`src/rtl/stopwatch_ctrl.sv`:
```
// Stopwatch controller: IDLE/RUN/PAUSE FSM driving a programmable tick divider
// and a wrapping min:sec counter with a sticky overflow flag.
module stopwatch_ctrl #(
   parameter int unsigned SEC_MAX = 59,
   parameter int unsigned MIN_MAX = 59
) (
   input  logic        clk,
   input  logic        rst,
   input  logic [31:0] num,
   input  logic        btn_start,
   input  logic        btn_clear,
   output logic        tick,
   output logic [5:0]  sec,
   output logic [5:0]  min,
   output logic        running,
   output logic        ovf
);

   localparam logic [5:0] SEC_TOP = 6'(SEC_MAX);
   localparam logic [5:0] MIN_TOP = 6'(MIN_MAX);

   typedef enum logic [1:0] {IDLE, RUN, PAUSE} state_t;

   state_t      state, state_n;
   logic [31:0] div;
   logic [31:0] div_lim;
   logic        tick_hit;
   logic        enter_idle;

   always_ff @(posedge clk) begin
      if (rst) state <= IDLE;
      else     state <= state_n;
   end

   // btn_clear is checked first everywhere so it wins over btn_start
   always_comb begin
      state_n = state;
      case (state)
         IDLE:    if (btn_start && !btn_clear) state_n = RUN;
         RUN:     if (btn_clear) state_n = IDLE;
                  else if (btn_start) state_n = PAUSE;
         PAUSE:   if (btn_clear) state_n = IDLE;
                  else if (btn_start) state_n = RUN;
         default: state_n = IDLE;
      endcase
   end

   // num of 0 or 1 both mean a tick every cycle; >= lets a lowered num fire at once
   always_comb begin
      div_lim    = (num > 32'd1) ? (num - 32'd1) : '0;
      tick_hit   = (state == RUN) && (div >= div_lim);
      enter_idle = (state != IDLE) && btn_clear;
   end

   always_ff @(posedge clk) begin
      if (rst) begin
         div     <= '0;
         tick    <= 1'b0;
         sec     <= '0;
         min     <= '0;
         ovf     <= 1'b0;
         running <= 1'b0;
      end else begin
         running <= (state == RUN);
         if (enter_idle) begin
            div  <= '0;
            tick <= 1'b0;
            sec  <= '0;
            min  <= '0;
            ovf  <= 1'b0;
         end else if (tick_hit) begin
            div  <= '0;
            tick <= 1'b1;
            if (sec < SEC_TOP) begin
               sec <= sec + 6'd1;
            end else begin
               sec <= '0;
               if (min < MIN_TOP) begin
                  min <= min + 6'd1;
               end else begin
                  min <= '0;
                  ovf <= 1'b1;
               end
            end
         end else begin
            tick <= 1'b0;
            if (state == RUN) div <= div + 32'd1;
         end
      end
   end

endmodule

```
`config.mk`:
```
export PLATFORM = sky130hd
export DESIGN_NAME = stopwatch_ctrl
export DESIGN_NICKNAME = d
export VERILOG_FILES = /design/src/rtl/stopwatch_ctrl.sv
export SDC_FILE = /design/constraint.sdc
export NUM_CORES = 1
export LEC_CHECK = 0
export BUFFER_PORTS_ARGS = -buffer_cell sky130_fd_sc_hd__buf_4
export CAP_MARGIN = 20
export CORE_AREA = 3 3 99 101
export CTS_CLUSTER_SIZE = 14
export DETAILED_ROUTE_END_ITERATION = 6
export DIE_AREA = 0 0 102 104
export HOLD_SLACK_MARGIN = 0.12
export PLACE_DENSITY = 0.67
export SLEW_MARGIN = 10
export SYNTH_ARGS = -nofsm -noshare
export SYNTH_HDL_FRONTEND = slang
export SYNTH_SLANG_ARGS = --single-unit
```
`constraint.sdc`:
```
create_clock -name clk -period 5.68 [get_ports clk]
set_input_delay 0.568 -clock clk [delete_from_list [all_inputs] [get_ports clk]]
set_output_delay 0.568 -clock clk [all_outputs]
set_load 0.005 [all_outputs]
```
# == Word-level counts from Yosys, hierarchy flattened ==
# Cells that the tools add are included.
# word_totals
out_inout_bits,15
ff_bits,49
word_cells,43
in_bits,36
# classes
bitwise,2
n_addsub,4
n_eq_ne,5
magnitude_cmp,4
n_mux,10
reduce_logical,11
# ops
op,n
$add A32 B1 Y32 const B,1
$ge A32 B32 Y1,1
$gt A32 B1 Y1 const B,1
$mux W32,1
$sub A32 B1 Y32 const B,1
$add A6 B1 Y6 const B,2
$lt A6 B6 Y1 const B,2
$mux W6,2
$mux W2,5
$ne A3 B3 Y1 const B,2
$pmux W2 S3,1
$reduce_and A3 Y1,2
$logic_and A1 B1 Y1,3
$reduce_or A3 Y1,1
$eq A2 B1 Y1 const B,1
$eq A2 B2 Y1 const B,1
$logic_not A2 Y1,1
$ne A2 B2 Y1 const B,1
$not A1 Y1,2
$reduce_and A2 Y1,1
$reduce_bool A2 Y1,1
$reduce_or A2 Y1,1
$logic_not A1 Y1,1
$mux W1,1

# == Logic depth before layout (Yosys ltp) ==
# logic_depth
ltp_word,5
depth_mapped,16
ltp_nobuf,15

# == Worst setup path before layout ==
# No wires, ideal clock.
# synth_timing
path_type,input-to-reg
start,input num[7]
end,register min[5]
t_required_ns,5.561
setup_slack_ns,1.508
path_buffers,1
t_arrival_ns,4.053
setup_time_ns,0.119
path_stages,14
cell_sequence,or4_4 or4_4 or3b_4 nor3_2 xor2_1 nand2_1 ha_1 a21oi_1 o21ai_0 a221oi_1 a311o_1 clkbuf_1 a211oi_1 o221a_2
# synth_via
elab_chain_cells,5
word_cells_on_any_way,6
classes_between,1 x add/sub; 2 x order compare; 1 x mux; 2 x reduce/logical
# synth_lines
element,line_no,source
start: declaration,9,"input logic [31:0] num,"
$sub A32 B1 Y32 / $gt A32 B1 Y1 (equally long branches),50,div_lim = (num > 32'd1) ? (num - 32'd1) : '0;
$mux W32 *,50,
$ge A32 B32 Y1 *,51,tick_hit = (state == RUN) && (div >= div_lim);
$logic_and A1 B1 Y1 *,51,
$reduce_and A2 Y1 (no source line) *,n/a,
end signal: assignment,79,min <= min + 6'd1;
end: declaration,14,"output logic [5:0] min,"
# Every way passes the cells marked *; elsewhere a longest branch is shown, timed or not.
# A chain may end at the register's enable or synchronous reset.

# == Worst setup path in the final report ==
# layout_timing
start,input num[1]
end,register min[5]
# The elaborated chain is that of the path after synthesis.

==> metrics.csv <==
stage,metric,value,unit
power_and_ir_drop,power.leakage,1.79,nW
finish,fill_cells,946,
clocking,cts_tree,built,
clocking,clock_latency,300,ps
route,drt_iter0_drc,229,
finish,final_cell_mix,"65 x nand2_1, 52 x nor2_1, 52 x buf_4",
worst_setup_path,criticalPathCategory,in2reg,
worst_setup_path,crit_required,5930,ps
logic_synthesis,ys_warn_count,0,
power_and_ir_drop,clkPwrFrac,38.0,%
route,wl_per_cell,13.7,microns
status,status,"finished, final reports clean",
route,vias,3408,
logic_synthesis,syn_area_per_cell,7.93,sq um
logic_synthesis,synth_seq_cells,49,
worst_setup_path,startpoint_type,primary input,
floorplanning,io-pin-count,51,
clocking,htreeDepth,2,
global_routing,grt_start_max_net_pins,33,
floorplanning,die_x,102,microns
clocking,ctsResizeCount,0,
clocking,cts_made_buffers,5,
finish,post-route-util,46.3,%
placed_design,gp_congestion,0.853,
sta,post-route-period-util,81.7,%
floorplanning,die_y,104,microns
power_and_ir_drop,p_sw,0.163,mW
logic_synthesis,seq_area_frac_synth,27.2,%
global_routing,grtUsageTotal,16.1,%
global_routing,grt_pass1_vias,3216,
power_and_ir_drop,p_per_area,163,nW/um^2
logic_synthesis,synthArstFlopShare,0,%
route,drc,0,
worst_setup_path,crit_chain,buf_4 -> inv_1 -> ha_1 -> nor3b_1 -> nor4b_2 -> nand4_1 -> nor4_1 -> xor2_1 -> nand2_1 -> ha_1 -> nand4_1 -> nor4_1 -> o2111ai_1 -> a211oi_1 -> o221a_2,
logic_synthesis,ys.flop_type,dfxtp_1,
sta,tightest_slew,1060,ps
global_routing,grt_antenna_before_repair,0,
power_and_ir_drop,p_comb_share,11.9,%
clocking,clock-root-buffer,clkbuf_8,
route,vias_per_cell,5.53,
power_and_ir_drop,intPower,0.526,mW
finish,final_common_cell,nand2_1,
floorplanning,row_count,35,
placed_design,place_hpwl,6.70,mm
worst_setup_path,cp_max_fo,9,
logic_synthesis,syn_inst,455,
sta,setup_viol,0,
logic_synthesis,yosys.area.top_type,dfxtp_1,
route,ant_nets,0,
finish,antenna_cells,0,
logic_synthesis,synth_area,3610,sq um
finish,multi_input_area,2560,sq um
placed_design,io_buffer_count,50,
power_and_ir_drop,swShare,23.7,%
sta,setup_tns,0,ps
clocking,ctsHoldBuffers,0,
floorplanning,dieArea,10600,sq um
logic_synthesis,synth_edf_count,0,
worst_setup_path,crit_start,num[1],
route,wl,8.43,mm
sta,hold_violations,0,
sta,fin_skew,11.9,ps
worst_setup_path,arrival,4890,ps
finish,syn_to_final_growth,16.9,%
floorplanning,core_area,9110,sq um
sta,drv_slew,0,
clocking,cts.sinks,49,
job,maxCapViolCount,0,
worst_setup_path,endpoint_kind,register,
global_routing,grt_overflow_total,0,
floorplanning,start_util,39.6,%
worst_setup_path,r2r-start,state[0],
route,drt_pass1_iterations,5,
finish,nets,577,
sta,max_freq,216,MHz
logic_synthesis,synthesis.nets,528,
worst_setup_path,cp_slowest_cell,nor4b_2,
clocking,postCtsSetupBuffers,0,
logic_synthesis,synth.distinct_cells,52,
worst_hold_path,min-delay-start,btn_clear,
clocking,clockBufferDepth,2,
logic_synthesis,synth.area.top_cells,"dfxtp_1 27%, ha_1 13%, xor2_1 9.9%",
worst_setup_path,crit_family,simple AND/OR/NAND/NOR gates,
sta,rsz0062_at_grt,false,
logic_synthesis,synth.top_cell.area_share,27.2,%
clocking,clk_pin_slew,90,ps
global_routing,grt_pass1_wl,14.2,mm
sta,relSlewSlack,28.7,%
power_and_ir_drop,peakVddDrop,0.0986,mV
power_and_ir_drop,p_total,0.690,mW
finish,final_layout_size_suffix_gt1_share,14.7,%
worst_setup_path,path_buf_inv,2,
sta,layout_min_cycle_time,4640,ps
worst_hold_path,hp-class,in2reg,
power_and_ir_drop,seq_power_share,50.1,%
finish,seq_area,981,sq um
worst_setup_path,max_stage_delay,560,ps
## stage by stage
step / hold WS, ps / std cells / instance area (sq um) / setup WS [ps]
floorplan: 464 / 455 / 3610 / 1510
global placement: 471 / 608 / 4100 / 942
detailed placement: 466 / 608 / 4100 / 811
finish: 444 / 616 / 4220 / 1040
CTS: 432 / 616 / 4220 / 1100
global route: 420 / 616 / 4220 / 503
## kinds of logic after synthesis
kind of cell / count (synthesis) / share of synthesized area [%]
fa+ha+maj: 37 / 12.8
compound gates: 76 / 14.0
buf+inv: 18 / 1.91
mux: 1 / 0.312
simple gates: 216 / 29.7
flops: 49 / 27.2
xor+xnor: 58 / 14.1
## power by group through the flow
stage	sequential [mW]	combinational [mW]	clock (mW)
global route	0.346	0.0936	0.289
detailed placement	0.354	0.0829	0
global placement	0.354	0.0808	0
finish	0.346	0.0823	0.262
floorplan	0.354	0.0434	0
CTS	0.346	0.0833	0.270
## final timing paths
path | slack (ps) | cells past startpoint | end
worst min-delay path | 440 | 2 | state[1]
worst max register to register | 2810 | 6 | div[31]
worst min register to register | 500 | 1 | ovf
worst max-delay path | 1040 | 15 | min[5]
## per-layer routing
layer	routed length (microns)	global-route usage, %
met1	3730	19.9
met2	4300	28.6
met3	292	3.09
met4	105	3.28
met5	0	0
## synthesized netlist by cell type (all sizes together), types with 6 or more instances
master  number
nand2b       8
nor4        12
nor2        52
nand2       65
clkbuf       9
xor2        41
xnor2       17
nand3       21
inv          8
dfxtp       49
a21oi       25
and3         6
nand4       14
o21ai       16
ha          37
nor3        13
## cell type report
cell class,instances,share of cell area [%]
clock inverters,2,0.889
flip-flops and latches,49,23.2
well taps,111,3.29
multi-input cells,388,60.7
repair buffers,52,9.25
inverters,8,0.712
clock buffers,6,1.96
## sequential cells by signal, indices dropped and copies added, names as in the netlist
signal and flops:
tick 1, min 6, running 1, state 2, div 32, ovf 1
sec 6
Power figures use the tool's default switching activity.
